**src/rtl/dlsc_demosaic_vng6_outbuf.sv**
```systemverilog
// Output FIFO after the VNG6 output stage: buffers RGB pixels, adds row/frame-end tags,
// and throttles the demosaic core so its in-flight pixels always have room.
module dlsc_demosaic_vng6_outbuf #(
  parameter int DATA   = 8,
  parameter int DEPTH  = 16,
  parameter int SLACK  = 4,
  parameter int WIDTH  = 640,
  parameter int HEIGHT = 480
) (
  input  logic              clk,
  input  logic              rst,
  input  logic [DATA-1:0]   in_red,
  input  logic [DATA-1:0]   in_green,
  input  logic [DATA-1:0]   in_blue,
  input  logic              in_valid,
  output logic              core_clk_en,
  input  logic              out_ready,
  output logic              out_valid,
  output logic [3*DATA-1:0] out_data,
  output logic              out_row_last,
  output logic              out_frame_last,
  output logic              overflow
);

  localparam int AW = $clog2(DEPTH);
  localparam int EW = 3*DATA + 2;
  localparam int CW = $clog2(WIDTH + 1);
  localparam int RW = $clog2(HEIGHT + 1);
  localparam logic [CW-1:0] COL_LAST = CW'(WIDTH - 1);
  localparam logic [RW-1:0] ROW_LAST = RW'(HEIGHT - 1);
  localparam logic [AW:0]   DEPTH_C  = (AW+1)'(DEPTH);
  localparam logic [AW:0]   SLACK_C  = (AW+1)'(SLACK);

  logic [EW-1:0] r_mem [DEPTH];
  logic [AW-1:0] r_wr_ptr;
  logic [AW-1:0] r_rd_ptr;
  logic [AW:0]   r_count;
  logic [CW-1:0] r_col;
  logic [RW-1:0] r_row;
  logic          r_clk_en;
  logic          r_overflow;

  logic          w_full;
  logic          w_empty;
  logic          w_push;
  logic          w_pop;
  logic          w_row_last;
  logic          w_frame_last;
  logic [AW:0]   w_count_next;
  logic [AW:0]   w_free;
  logic [EW-1:0] w_head;

  assign w_full       = (r_count == DEPTH_C);
  assign w_empty      = (r_count == '0);
  // A pixel arriving while full is dropped even if a pop frees a slot this cycle.
  assign w_push       = in_valid && !w_full;
  assign w_pop        = !w_empty && out_ready;
  assign w_row_last   = (r_col == COL_LAST);
  assign w_frame_last = w_row_last && (r_row == ROW_LAST);
  assign w_count_next = r_count + (AW+1)'(w_push) - (AW+1)'(w_pop);
  assign w_free       = DEPTH_C - w_count_next;

  // Stage p0: capture pixel with its tags (storage is not reset)
  always_ff @(posedge clk) begin
    if (w_push) r_mem[r_wr_ptr] <= {w_frame_last, w_row_last, in_blue, in_green, in_red};
  end

  always_ff @(posedge clk) begin
    if (rst) begin
      r_wr_ptr   <= '0;
      r_rd_ptr   <= '0;
      r_count    <= '0;
      r_col      <= '0;
      r_row      <= '0;
      r_clk_en   <= 1'b1;
      r_overflow <= 1'b0;
    end else begin
      if (w_push) begin
        r_wr_ptr <= r_wr_ptr + AW'(1);
        if (w_row_last) begin
          r_col <= '0;
          r_row <= (r_row == ROW_LAST) ? '0 : r_row + RW'(1);
        end else begin
          r_col <= r_col + CW'(1);
        end
      end
      if (w_pop) r_rd_ptr <= r_rd_ptr + AW'(1);
      r_count  <= w_count_next;
      r_clk_en <= (w_free > SLACK_C);
      if (in_valid && w_full) r_overflow <= 1'b1;
    end
  end

  // Stage p1: head entry presented combinationally, zeroed while empty
  assign w_head         = w_empty ? '0 : r_mem[r_rd_ptr];
  assign out_valid      = !w_empty;
  assign out_data       = w_head[3*DATA-1:0];
  assign out_row_last   = w_head[3*DATA];
  assign out_frame_last = w_head[3*DATA+1];
  assign core_clk_en    = r_clk_en;
  assign overflow       = r_overflow;

endmodule

```
**config.mk**
```make
export PLATFORM = sky130hd
export DESIGN_NAME = dlsc_demosaic_vng6_outbuf
export DESIGN_NICKNAME = d
export VERILOG_FILES = /design/src/rtl/dlsc_demosaic_vng6_outbuf.sv
export SDC_FILE = /design/constraint.sdc
export NUM_CORES = 1
export LEC_CHECK = 0
export BUFFER_PORTS_ARGS = -buffer_cell sky130_fd_sc_hd__buf_4
export CAP_MARGIN = 25
export CELL_PAD_IN_SITES_DETAIL_PLACEMENT = 0
export CELL_PAD_IN_SITES_GLOBAL_PLACEMENT = 1
export CORE_MARGIN = 10
export CORE_UTILIZATION = 54
export DETAILED_ROUTE_END_ITERATION = 7
export PLACE_DENSITY_LB_ADDON = 0.3
export SLEW_MARGIN = 30
export SYNTH_ARGS = -nofsm -noshare
export SYNTH_HDL_FRONTEND = slang
export SYNTH_SLANG_ARGS = --single-unit
```
**constraint.sdc**
```tcl
create_clock -name clk -period 4.9 [get_ports clk]
set_input_delay 0.245 -clock clk [delete_from_list [all_inputs] [get_ports clk]]
set_output_delay 0.245 -clock clk [all_outputs]
set_load 0.03 [all_outputs]
```
==> impl_results.rst <==
.. list-table::
   :header-rows: 1

   * - Metric
     - Value
   * - Minimum clock period after layout
     - 3.383 ns
   * - Count of boundary I/O pins
     - 57
   * - Number of optimization iterations in the first detailed-route pass
     - 5
   * - Maximum operating frequency
     - 295.6 MHz
   * - Setup-violating endpoint count in the final report
     - 0
   * - Worst Hold End
     - r_mem[10][14]
   * - Filler Cells Inserted
     - 2221
   * - EDFF count, synth
     - 416
   * - Post-Layout Inst Area
     - 20510 µm²
   * - Number of max-slew violations in the final report
     - 0
   * - Die width
     - 200.6 µm
   * - Height of the die
     - 200.6 µm
   * - Total CTS buffers
     - 45
   * - ANT cells
     - 0
   * - WL final
     - 35.96 mm
   * - Post-synth top area share
     - 70.94%
   * - Area added between synthesis and finish
     - 16.46%
   * - Layout net count
     - 993
   * - Placed standard-cell area
     - 18900 µm²
   * - Library cell contributing the largest single delay on the critical path
     - sky130_fd_sc_hd__nand2b_1
   * - Synth warn
     - 0
   * - Starting density of the core
     - 54.39%
   * - Average wire per standard cell
     - 25.15 µm
   * - Aggregate global-route resource usage
     - 17.91%
   * - Grt total ovfl
     - 0
   * - Synthesized net count
     - 895
   * - Clock tree sinks
     - 454
   * - Count of buffering cells on the critical path with inverters included
     - 3
   * - Synth Cell Area
     - 17610 µm²
   * - Number of antenna violations at the first check in global routing
     - 0
   * - Clock slew seen by the registers of the worst setup and hold paths
     - 0.06 ns
   * - Die footprint
     - 40230 µm²
   * - Run status
     - complete, no violations
   * - Std-Cell Rows
     - 66
   * - Reg-to-reg slack, setup
     - 2.02 ns
   * - Top post-synthesis cells by area
     - sky130_fd_sc_hd__edfxtp_1 71%, sky130_fd_sc_hd__mux4_2 13%, sky130_fd_sc_hd__dfxtp_1 4.3%, sky130_fd_sc_hd__mux2i_1 3.1%, sky130_fd_sc_hd__nor2_1 0.98%
   * - Count of cell instances traversed by the critical path
     - 7
   * - Avg Cell Area, Syn
     - 20.62 µm²
   * - Launch point of the worst reg-to-reg path
     - r_count[3]
   * - Hold path startpoint
     - in_green[6]
   * - Number of buffers on the longest clock path
     - 3
   * - Post-synthesis instance total
     - 854
   * - Count of cells along the worst register-to-register path
     - 14
   * - Post-synth top cells
     - 416 x sky130_fd_sc_hd__edfxtp_1, 104 x sky130_fd_sc_hd__mux4_2, 54 x sky130_fd_sc_hd__mux2i_1
   * - Clock network latency to the later pin of the worst-skew pair
     - 0.54 ns
   * - Dominant delay contributor by cell family on the critical path
     - simple AND/OR/NAND/NOR gates
   * - Post-detailed-route count of antenna-violating nets
     - 0
   * - Core area
     - 32370 µm²
   * - Peak VDD IR
     - 0.2793 mV
   * - Final RePlAce weighted congestion
     - 0.7511
   * - Setup TNS
     - 0 ns
   * - Setup Crit Path Kind
     - flop to output port
   * - Worst-Margin Slew
     - 0.8742 ns
   * - Port Buffers
     - 56
   * - Rel. slew slack
     - 41.50%
   * - DR vias
     - 8401
   * - Share of flip-flops with an asynchronous set or reset after synthesis
     - 0%
   * - Proportion of synthesized chip area in sequential cells
     - 75.26%
   * - Share of layout cells above drive strength 1
     - 28.14%
   * - Power density of the placed cells
     - 506.3 nW/µm²
   * - Vias in the first global route
     - 8902
   * - Total of flip-flops plus latches after synthesis
     - 454
   * - CP Cell Sequence
     - inv_1 -> ha_1 -> or4b_1 -> nand2b_1 -> buf_4 -> o22ai_1 -> buf_4
   * - CTS root buf
     - sky130_fd_sc_hd__clkbuf_16
   * - Most numerous cell in the Yosys netlist
     - sky130_fd_sc_hd__edfxtp_1
   * - Most common cell type on the critical path
     - sky130_fd_sc_hd__buf_4
   * - Most instantiated flip-flop cell in the synthesis netlist
     - sky130_fd_sc_hd__edfxtp_1
   * - Ratio of final minimum period to clock period
     - 69.04%
   * - Number of cells traversed by the worst hold path
     - 1
   * - Worst slack on hold paths
     - 0.01799 ns
   * - Largest net degree at the start of global routing
     - 68
   * - CTS tree
     - yes
   * - Data arrival time at the worst-slack endpoint
     - 3.14 ns
   * - Max-cap viol count
     - 0
   * - Half-perimeter wire length after detailed placement
     - 20.85 mm
   * - DRC violation count after routing
     - 0
   * - Via-per-instance ratio
     - 5.875
   * - Critical R2R Capture
     - core_clk_en
   * - Clock tree skew after final layout
     - 0.01841 ns
   * - Leakage
     - 6.446 nW
   * - Crit path capture type
     - output port
   * - Unrepaired setup endpoints after global routing
     - false
   * - Final hold viol count
     - 0
   * - Wire length of the first global-routing pass
     - 55.21 mm
   * - CP Max Fanout
     - 14
   * - Data required, critical path
     - 4.66 ns
   * - Worst setup SP type
     - flop
   * - CTS HTree Levels
     - 2
   * - Synth unique cells
     - 41
   * - Largest area contributor in the synthesized netlist
     - sky130_fd_sc_hd__edfxtp_1
   * - Class of the tightest hold or removal check
     - primary input to flop
   * - Violation count after the first detailed-route iteration
     - 677
   * - Setup bufs post-CTS
     - 0
   * - Slowest cell delay on critical path
     - 0.69 ns
flip-flops by register name, indices dropped and copies added (netlist names), named ones only:
register     flops
r_row            9
r_count          5
r_rd_ptr         4
core_clk_en      1
r_col           10
overflow         1
r_mem          416
r_wr_ptr         4
power by group:
| part | total (mW) | leakage, nW | internal [mW] | switching [mW] |
|---|---|---|---|---|
| Clock | 3.44 | 0.716 | 2.03 | 1.40 |
| Sequential | 4.55 | 4.07 | 4.38 | 0.169 |
| Combinational | 2.39 | 1.66 | 1.10 | 1.30 |
| Total | 10.4 | 6.45 | 7.51 | 2.87 |
through the flow:
stage          setup slack [ns]  utilization, %  instances  total power, mW
5_1_grt                   1.434           63.35       1430            10.80
6_report                  1.517           63.35       1430            10.38
3_5_place_dp              2.043           58.38       1335            7.053
2_1_floorplan             1.315               -        854            6.335
3_3_place_gp              2.060           57.46       1324            7.024
4_1_cts                   1.522           63.35       1430            10.48
worst max path at each step:
stage	start	endpoint	slack, ns
global placement	r_count[2]	core_clk_en	2.06
finish	r_count[3]	out_data[13]	1.52
floorplan	r_count[2]	r_mem[0][0]	1.31
detailed placement	r_count[3]	core_clk_en	2.04
global route	r_count[3]	out_data[13]	1.43
CTS	r_count[3]	out_frame_last	1.52
final cells by class:
cell class | count | area, µm² | area share [%]
sequential | 454 | 13260 | 64.68
tap | 442 | 553.0 | 2.697
multi-input combinational | 346 | 4178 | 20.37
clock buffer | 56 | 1220 | 5.949
timing repair buffer | 96 | 988.4 | 4.820
clock inverter | 27 | 270.3 | 1.318
inverter | 9 | 33.78 | 0.1647
cells in the final DEF (no fill, tap or decap), types with 10 or more instances in the layout:
cell type,Yosys,final
sky130_fd_sc_hd__edfxtp_1,416,416
sky130_fd_sc_hd__mux4_2,104,104
sky130_fd_sc_hd__buf_4,2,71
sky130_fd_sc_hd__mux2i_1,54,54
sky130_fd_sc_hd__clkbuf_16,0,47
sky130_fd_sc_hd__dfxtp_1,38,35
sky130_fd_sc_hd__nor2_1,46,34
sky130_fd_sc_hd__o22ai_1,26,26
sky130_fd_sc_hd__nand2_1,19,19
sky130_fd_sc_hd__xor2_1,18,18
sky130_fd_sc_hd__nor2_4,0,12
sky130_fd_sc_hd__ha_1,12,12
sky130_fd_sc_hd__dlygate4sd3_1,0,12
sky130_fd_sc_hd__buf_16,0,10
layer usage:
layer,global-route usage (%),share of wire (%),up-vias
met5,0,0,-
met4,4.707,2.0,0
met3,2.743,5.6,64
met2,30.16,51,250
met1,24.05,41,4402
li1,-,-,3685
worst reg2reg max path: cells and delay by family (launching register included):
kind | cells | cell delay [ns]
AND/OR/NAND/NOR | 6 | 1.22
adder cells (fa/ha/maj) | 3 | 0.72
flip-flops | 1 | 0.31
AO/OA/AOI/OAI | 2 | 0.20
XOR/XNOR | 1 | 0.18
buffers and inverters | 2 | 0.14
logic make-up after synthesis:
group	share of synthesized area (%)
DFF	75.26
muxes	16.37
and+or+nand+nor	3.191
buffers and inverters	1.634
AOI/OAI and AO/OA	1.329
xor gates and xnor gates	1.244
adders and majority gates	0.9664
timing repair:
| item | CTS | global route |
|---|---|---|
| hold buffers | 12 | 0 |
| resized for setup | 0 | 0 |
| endpoints found under the hold margin | 123 | 0 |
Power figures use the tool's default switching activity.
